### config.mk
export PLATFORM = sky130hd
export DESIGN_NAME = shift_rows_serial_flat
export DESIGN_NICKNAME = d
export VERILOG_FILES = /design/src/rtl/aes_pkg.sv /design/src/rtl/shift_rows_serial_if.sv /design/src/rtl/aes_byte_buf.sv /design/src/rtl/shift_rows_serial.sv /design/src/flat_wrapper.sv
export SDC_FILE = /design/constraint.sdc
export NUM_CORES = 1
export LEC_CHECK = 0
export ABC_AREA = 1
export CAP_MARGIN = 25
export CORE_MARGIN = 5
export CORE_UTILIZATION = 55
export DETAILED_ROUTE_END_ITERATION = 16
export DONT_BUFFER_PORTS = 1
export HOLD_SLACK_MARGIN = 0.03
export PLACE_DENSITY = 0.7
export SLEW_MARGIN = 40
export SYNTH_ARGS = -nofsm -noshare
export SYNTH_HDL_FRONTEND = slang
export SYNTH_SLANG_ARGS = --single-unit
### constraint.sdc
create_clock -name clk -period 2.4 [get_ports clk]
set_input_delay 0 -clock clk [delete_from_list [all_inputs] [get_ports clk]]
set_output_delay 0 -clock clk [all_outputs]
set_load 0.01 [all_outputs]
### src/rtl/aes_pkg.sv
// Shared AES constants and byte-index tables for the byte-serial datapath.
// The encrypt path uses shift_rows_idx; the inverse table serves the decrypt path.
package aes_pkg;

    localparam int AES_BLOCK_BYTES = 16;
    localparam int AES_BYTE_W      = 8;

    typedef logic [AES_BYTE_W-1:0] aes_byte_t;
    typedef logic [3:0]            aes_idx_t;

    localparam aes_idx_t AES_LAST_IDX = aes_idx_t'(AES_BLOCK_BYTES - 1);

    // Stream position (sel, cnt) of one side of the ping-pong buffer pair.
    typedef struct packed {
        logic     sel;
        aes_idx_t cnt;
    } buf_ptr_t;

    // Output byte j takes input byte SHIFT_ROWS_PERM[j] (column-major, i = 4c + r).
    localparam aes_idx_t SHIFT_ROWS_PERM [AES_BLOCK_BYTES] = '{
        4'd0, 4'd5, 4'd10, 4'd15, 4'd4, 4'd9, 4'd14, 4'd3,
        4'd8, 4'd13, 4'd2, 4'd7, 4'd12, 4'd1, 4'd6, 4'd11
    };

    localparam aes_idx_t INV_SHIFT_ROWS_PERM [AES_BLOCK_BYTES] = '{
        4'd0, 4'd13, 4'd10, 4'd7, 4'd4, 4'd1, 4'd14, 4'd11,
        4'd8, 4'd5, 4'd2, 4'd15, 4'd12, 4'd9, 4'd6, 4'd3
    };

    function automatic aes_idx_t shift_rows_idx(input aes_idx_t j);
        return SHIFT_ROWS_PERM[j];
    endfunction

    function automatic aes_idx_t inv_shift_rows_idx(input aes_idx_t j);
        return INV_SHIFT_ROWS_PERM[j];
    endfunction

endpackage

### src/rtl/shift_rows_serial_if.sv
// Byte-stream in/out handshake bundle for the serial ShiftRows stage.
// slave is the block side; master is the upstream/downstream side.
interface shift_rows_serial_if;
    import aes_pkg::*;

    logic      in_valid;
    logic      in_ready;
    aes_byte_t in_data;
    logic      out_valid;
    logic      out_ready;
    aes_byte_t out_data;
    logic      out_last;

    modport slave (
        input  in_valid, in_data, out_ready,
        output in_ready, out_valid, out_data, out_last
    );

    modport master (
        output in_valid, in_data, out_ready,
        input  in_ready, out_valid, out_data, out_last
    );

endinterface

### src/rtl/aes_byte_buf.sv
// 16x8 register buffer: one synchronous write port, one asynchronous read port.
module aes_byte_buf
    import aes_pkg::*;
(
    input  logic      clk,
    input  logic      we_i,
    input  aes_idx_t  waddr_i,
    input  aes_byte_t wdata_i,
    input  aes_idx_t  raddr_i,
    output aes_byte_t rdata_o
);

    aes_byte_t mem_q [AES_BLOCK_BYTES];

    // NOTE: storage has no reset; the owner's full flags decide when contents are meaningful.
    always_ff @(posedge clk) begin
        if (we_i) begin
            mem_q[waddr_i] <= wdata_i;
        end
    end

    assign rdata_o = mem_q[raddr_i];

endmodule

### src/rtl/shift_rows_serial.sv
// Byte-serial AES ShiftRows: ping-pong pair of 16-byte buffers, written in input
// order and read back through the ShiftRows index table.
module shift_rows_serial
    import aes_pkg::*;
(
    input  logic                clk,
    input  logic                rst,
    shift_rows_serial_if.slave  bus
);

    logic [1:0] full_q, full_d;
    buf_ptr_t   wr_q, wr_d;
    buf_ptr_t   rd_q, rd_d;

    logic      in_fire;
    logic      out_fire;
    aes_idx_t  raddr;
    aes_byte_t rdata [2];

    // Gating with rst keeps both handshakes quiet while the pointers are being cleared.
    always_comb begin
        bus.in_ready  = !rst && !full_q[wr_q.sel];
        bus.out_valid = !rst && full_q[rd_q.sel];
        bus.out_data  = bus.out_valid ? rdata[rd_q.sel] : '0;
        bus.out_last  = bus.out_valid && (rd_q.cnt == AES_LAST_IDX);
    end

    assign in_fire  = bus.in_valid && bus.in_ready;
    assign out_fire = bus.out_valid && bus.out_ready;
    assign raddr    = shift_rows_idx(rd_q.cnt);

    for (genvar g = 0; g < 2; g++) begin : gen_buf
        aes_byte_buf u_buf (
            .clk     (clk),
            .we_i    (in_fire && (wr_q.sel == 1'(g))),
            .waddr_i (wr_q.cnt),
            .wdata_i (bus.in_data),
            .raddr_i (raddr),
            .rdata_o (rdata[g])
        );
    end

    // Write and read always target different buffers, so both flag updates can land together.
    always_comb begin
        // NOTE: every next-state signal gets a default first so no path leaves it unassigned (no latch).
        full_d = full_q;
        wr_d   = wr_q;
        rd_d   = rd_q;

        if (in_fire) begin
            if (wr_q.cnt == AES_LAST_IDX) begin
                full_d[wr_q.sel] = 1'b1;
                wr_d.sel         = ~wr_q.sel;
                wr_d.cnt         = '0;
            end else begin
                wr_d.cnt = wr_q.cnt + 4'd1;
            end
        end

        if (out_fire) begin
            if (rd_q.cnt == AES_LAST_IDX) begin
                full_d[rd_q.sel] = 1'b0;
                rd_d.sel         = ~rd_q.sel;
                rd_d.cnt         = '0;
            end else begin
                rd_d.cnt = rd_q.cnt + 4'd1;
            end
        end
    end

    // NOTE: registers take non-blocking assignments so every flop samples pre-edge values.
    always_ff @(posedge clk) begin
        if (rst) begin
            full_q <= '0;
            wr_q   <= '0;
            rd_q   <= '0;
        end else begin
            full_q <= full_d;
            wr_q   <= wr_d;
            rd_q   <= rd_d;
        end
    end

endmodule

### src/flat_wrapper.sv
// flat-port wrapper written by rule: the top's interface ports become plain ports
module shift_rows_serial_flat import aes_pkg::*;
  (clk, rst, bus_in_valid, bus_in_data, bus_out_ready, bus_in_ready, bus_out_valid, bus_out_data, bus_out_last);
  shift_rows_serial_if bus_i ();
  input  logic clk;
  input  logic rst;
  input wire logic [$bits(bus_i.in_valid)-1:0] bus_in_valid;
  input wire logic [$bits(bus_i.in_data)-1:0] bus_in_data;
  input wire logic [$bits(bus_i.out_ready)-1:0] bus_out_ready;
  output wire logic [$bits(bus_i.in_ready)-1:0] bus_in_ready;
  output wire logic [$bits(bus_i.out_valid)-1:0] bus_out_valid;
  output wire logic [$bits(bus_i.out_data)-1:0] bus_out_data;
  output wire logic [$bits(bus_i.out_last)-1:0] bus_out_last;
  assign bus_i.in_valid = bus_in_valid;
  assign bus_i.in_data = bus_in_data;
  assign bus_i.out_ready = bus_out_ready;
  assign bus_in_ready = bus_i.in_ready;
  assign bus_out_valid = bus_i.out_valid;
  assign bus_out_data = bus_i.out_data;
  assign bus_out_last = bus_i.out_last;
  shift_rows_serial u_core (.clk(clk), .rst(rst), .bus(bus_i));
endmodule
# Yosys cells after proc, flatten, opt, wreduce, memory -nomap -nowiden

Memories as Yosys holds them, arrays and structs flattened.
Index checks and enable logic that the tools add are counted.

Flip-flop bits (word level): 12
RAM bits: 256
ROM bits: 64
Input bits: 12
Output and inout port bits: 11
Memories kept: 3

Memory list:

| name                          | words | width | rd ports | clocked after memory_dff | write ports | line               | RTL |
|---|---|---|---|---|---|---|---|
| u_core.gen_buf[0].u_buf.mem_q | 16    | 8     | 1        | 0                        | 1           | aes_byte_buf.sv:13 | `aes_byte_t mem_q [AES_BLOCK_BYTES];` |
| u_core.gen_buf[1].u_buf.mem_q | 16    | 8     | 1        | 0                        | 1           | aes_byte_buf.sv:13 |  |
| (name not given)              | 16    | 4     | 1        | 0                        | 0           | aes_pkg.sv:31      | `return SHIFT_ROWS_PERM[j];` |

Add/subtract/negate cells: 2
Order comparisons: 6
Equal/unequal tests: 2
Mux-type cells: 24
Bitwise operators: 7
Reductions and logical operators: 13

Operator list:

| operator            | number |
|---|---|
| $mux 8              | 4 |
| $mux 4              | 4 |
| $mux 1              | 10 |
| $logic_and 1x1->1   | 9 |
| $add 4x1->4 const B | 2 |
| $eq 4x4->1 const B  | 2 |
| $mux 2              | 4 |
| $ge 5x5->1 const B  | 1 |
| $not 4->5           | 1 |
| $lt 1x2->1 const B  | 2 |
| $reduce_and 2->1    | 2 |
| $and 2x2->2         | 1 |
| $demux 1 s1         | 2 |
| $ge 1x1->1 const B  | 2 |
| $ge 2x2->1 const B  | 1 |
| $logic_not 1->1     | 2 |
| $not 1->1           | 2 |
| $not 1->2           | 1 |
| $not 2->2           | 1 |
| $or 2x2->2          | 1 |

# Longest topological paths before layout

Depth in word-level cells: 10
Gate-level depth with buffers: 11
Depth with buffers taken out: 9

# Modules after synthesis

Synthesis repeated with hierarchy kept, for this count alone.

Cells, all modules: 1226
Area, all modules: 12104.1 µm²

Modules (own cells, without submodules):

| module            | instances | cells an instance | area an instance (µm²) |
|---|---|---|---|
| aes_byte_buf      | 2         | 543               | 5606.6 |
| shift_rows_serial | 1         | 140               | 890.9 |

# Worst setup path after synthesis

No wires, ideal clock.

Path kind: register -> register
Start point: reg u_core.wr_q[4] (netlist bit)
End point: mem u_core.gen_buf[0].u_buf.mem_q[12][0] (netlist bit), enable pin
Arrival time: 1597 ps
Data required time: 2017 ps
Setup slack: 420 ps
Cell stages (with the launch flop): 7
Clock period less this slack: 1980 ps
Cells stage by stage: dfxtp_1 -> inv_1 -> a21oi_2 -> nand2_1 -> inv_2 -> nand2_1 -> nor3_1

Cells in the longest elaborated chain, start to end: 8
Elaborated cells on any way between the ends: 9
Classes of those cells: mux: 4; bitwise: 1; reduce/logical: 4

Ends and longest elaborated chain:

| what                                       | line                    | RTL |
|---|---|---|
| start, declared                            | shift_rows_serial.sv:12 | `buf_ptr_t wr_q, wr_d;` |
| start signal, assigned                     | shift_rows_serial.sv:79 | `wr_q <= wr_d;` |
| $mux 1 (not written as such) (2 in series) | shift_rows_serial.sv:22 | `bus.in_ready = !rst && !full_q[wr_q.sel];` |
| $logic_not 1->1                            | shift_rows_serial.sv:22 |  |
| $logic_and 1x1->1                          | shift_rows_serial.sv:22 |  |
| net bus_in_ready                           | flat_wrapper.sv:10      | `output wire logic [$bits(bus_i.in_ready)-1:0] bus_in_ready;` |
| $logic_and 1x1->1                          | shift_rows_serial.sv:28 | `assign in_fire = bus.in_valid && bus.in_ready;` |
| $logic_and 1x1->1                          | shift_rows_serial.sv:35 | `.we_i (in_fire && (wr_q.sel == 1'(g))),` |
| $mux 1                                     | aes_byte_buf.sv:17      | `if (we_i) begin` |
| $mux 1 (not written as such)               | aes_byte_buf.sv:18      | `mem_q[waddr_i] <= wdata_i;` |
| end, declared                              | aes_byte_buf.sv:13      |  |

The timed path passes the listed nets, and every way through them passes these cells. The select of a mux whose other input is x is not followed.

# Worst setup path after layout

Start point: reg u_core.rd_q[0] (netlist bit)
End point: out bus_out_data[1]

Cells in the longest elaborated chain, start to end: 9
Elaborated cells on any way between the ends: 10
Classes of those cells: mux: 6; bitwise: 1; memory: 3

Ends and longest elaborated chain:

| what                                           | line                    | RTL |
|---|---|---|
| start, declared                                | shift_rows_serial.sv:13 | `buf_ptr_t rd_q, rd_d;` |
| start signal, assigned                         | shift_rows_serial.sv:80 | `rd_q <= rd_d;` |
| $not 4->5 (not written as such) (*)            | aes_pkg.sv:31           |  |
| $mem_v2 16x4 (*)                               | -                       |  |
| $mux 4 (not written as such) (*) (2 in series) | aes_pkg.sv:31           |  |
| $mem_v2 16x8                                   | -                       |  |
| $mux 8 (not written as such) (*) (3 in series) | shift_rows_serial.sv:24 | `bus.out_data = bus.out_valid ? rdata[rd_q.sel] : '0;` |
| $mux 8 (*)                                     | shift_rows_serial.sv:24 |  |
| end, declared                                  | flat_wrapper.sv:12      | `output wire logic [$bits(bus_i.out_data)-1:0] bus_out_data;` |

Mark *: on every way between the ends. The rest lies on a longest branch, timed or not. The select of a mux whose other input is x is not followed.

==> flow_summary.ini <==
[sta]
setup_tns_ns = 0
fin_skew_ns = 0.00900
timing.final.crit_share_pct = 96.0
setup-violations-final = 0
timing.fmax_ghz = 0.434
timing.slew.headroom_pct = 65.5
slew_viol_final = 0
setup_ws_ns = 0.0962
rsz0062_at_grt = no
hold_viol = 0
period_minus_slack_ns = 2.30
worstMarginPinSlew_ns = 0.517

[job]
max-cap-violations = 0

[clock_tree]
clock_path_buffers = 3
root_buffer = clkbuf_16
clock_latency_ns = 0.53
cts_made_buffers = 27
htreeDepth = 1
cts_tree = done
clock_sinks = 268
clkTransAtPathRegs_ns = 0.06

[logic_synthesis]
syn_area_sq_um = 11600
yosysMostFrequentCell = nand2_1
synth_top_area_share_pct = 66.6
synth_top_family_by_area = simple AND/OR/NAND/NOR gates
netlist_instances = 1130
ys_ff_latch = 268
syn_avg_cell_area_sq_um = 10.2
syn_nets = 1147
synth-edff-count = 256
ys_types = 20
synth_ff_type = edfxtp_1
async_flop_share_pct = 0
synth_area_leaders = edfxtp_1 67%, nand2_1 11%, nand3_1 6.1%, nor2_1 4.5%, inv_1 3.2%
muxShareOfSynthArea_pct = 0
synth_adder_area_share_pct = 0.542
synth_top_area_cell = edfxtp_1
yosys.area_share.xor_xnor_pct = 0
ys_top_cells_by_count = 342 x nand2_1, 256 x edfxtp_1, 140 x nand3_1
ys_seq_area_share_pct = 68.6
synth_compound_area_share_pct = 2.77
synth-simple-area-share_pct = 22.3
synth_warnings = 0

[global_route]
grt_first_pass_wirelength_microns = 43700
grt_usage_pct = 23.5
grt_pass1_vias = 7822
grt_max_degree = 66
antenna_found_initial = 0
gr-total-overflow = 0

[worst_hold_path]
min_path_cells = 4
hp-class = primary input to flop

[drt]
post_drt_wl_per_cell_microns = 19.4
drtPass1Iterations = 6
dr.first_iter.drc_count = 956
vias = 8076
vias_per_cell = 5.52
ant_nets = 0
finalWirelength_microns = 28400
drc = 0

[setup_path]
path_cells = ha_1 -> o21ai_1 -> nand2_1 -> nand2_4 -> buf_4 -> nand2_1 -> nor2_1 -> nor2_1 -> nor2_2
setup.worst_path.start_class = flop
cpMaxStageDelayCell = dfxtp_4
rr_worst_depth = 8
endpoint_kind = primary output
max_stage_delay_ns = 0.37
arrival_ns = 2.30
path_class = flop to primary output
cp_max_fo = 15
cp_top_family = simple AND/OR/NAND/NOR gates
path_buf_inv = 1
crit_cells = 9
crit_required_ns = 2.40

[cells_and_area]
nFillCells = 1644
seq_area_sq_um = 7930
utilization_pct = 63.4
n_antenna_cell = 0
drive_above_1_share_pct = 9.51
multi_input_area_sq_um = 2990
finish.net_count = 1189
syn_to_final_growth_pct = 14.3

[floorplan]
die_x_microns = 155
die_h_microns = 155
start_util_pct = 55.5
io_pins = 23
core_area_sq_um = 20800
row_count = 53
die_area_sq_um = 24000

[place]
dp_hpwl_microns = 17000
dp_slack_ns = 0.297
port_buffers = 0
gp_congestion = 0.908

[power]
power-per-cell-area_nw_per_um2 = 703
p_leak_nw = 5.11
max-vdd-ir-drop_mv = 0.677

[outcome]
status = complete, no violations
## routing by layer
layer	track usage, %	up-vias	routed length [microns]	share of wire, %
li1	-	3820	-	-
met3	5.01	63	2540	9.0
met1	31.7	3820	11400	40
met5	0	-	0	0
met2	39.9	373	13600	48
met4	5.21	0	752	2.7
## per-stage QoR
step	total power [mW]	cell area, sq um	hold slack, ns	cells
2_1_floorplan	5.29	11600	0.0691	1130
3_3_place_gp	5.31	12000	0.0644	1395
3_5_place_dp	5.31	12000	0.0700	1395
4_1_cts	9.33	13100	0.233	1459
5_1_grt	9.53	13200	0.290	1463
6_report	9.29	13200	0.240	1463
## kinds of logic after synthesis
logic type	count (synthesis)
DFF	268
AOI/OAI and AO/OA	62
buffers and inverters	161
adders and majority gates	5
and+or+nand+nor	634
## cells in the final DEF (no fill, tap or decap), types with 3 or more instances in the layout
master	count
clkinvlp_4	3
nand3_1	140
buf_12	11
clkinv_1	4
ha_1	5
nor2_2	7
o21ai_0	44
dfxtp_1	10
nand2_1	342
buf_4	42
inv_1	99
dlygate4sd3_1	11
inv_2	3
clkbuf_1	6
a21oi_1	13
clkbuf_16	28
nor3_1	11
clkinv_2	5
edfxtp_1	256
nor2_1	131
## worst register-to-register path, cell delays in order (launching register included)
cell	delay, ns
dfxtp_1	0.37
inv_1	0.11
a21oi_2	0.22
nand2_1	0.21
inv_2	0.16
nand2_1	0.07
buf_4	0.19
nor3_1	0.25
buf_4	0.24
## registers in the layout (all words and copies together) (netlist names)
name and flops:
u_core.full_q 2, u_core.gen_buf.u_buf.mem_q 256, u_core.rd_q 5, u_core.wr_q 5
## power breakdown
group	switching (mW)	internal (mW)
combinational	0.152	0.0622
clock	1.68	2.26
sequential	0.00570	5.13
total	1.83	7.45
## final timing paths
kind                                                  start                                              to  slack (ns)
worst max-delay path            u_core.rd_q[0]$_SDFFE_PP0P_                                 bus_out_data[1]         0.1
worst min-delay path                          bus_out_ready                     u_core.rd_q[0]$_SDFFE_PP0P_        0.24
worst max register to register  u_core.wr_q[4]$_SDFFE_PP0P_  u_core.gen_buf[0].u_buf.mem_q[14][6]$_DFFE_PP_        0.27
worst min register to register  u_core.full_q[1]$_SDFF_PP0_                     u_core.full_q[1]$_SDFF_PP0_        0.51
## area by class of cell
cell class	instances	area share, %
Clock buffer	33	5.29
Timing Repair Buffer	69	5.48
Clock inverter	12	0.834
Tap cell	275	2.61
Sequential cell	268	60.1
Inverter	105	3.04
Multi-Input combinational cell	701	22.7
## repair_timing
| item | CTS | global route |
|---|---|---|
| pin swaps | 0 | 2 |
| hold buffers | 19 | 0 |
| endpoints found under the hold margin | 268 | 0 |
| gates resized for setup | 8 | 16 |
| buffers inserted | 0 | 3 |
| setup endpoints to repair | 8 | 8 |
| cloned | 0 | 1 |
No activity file was read; power rests on OpenSTA's default activity.
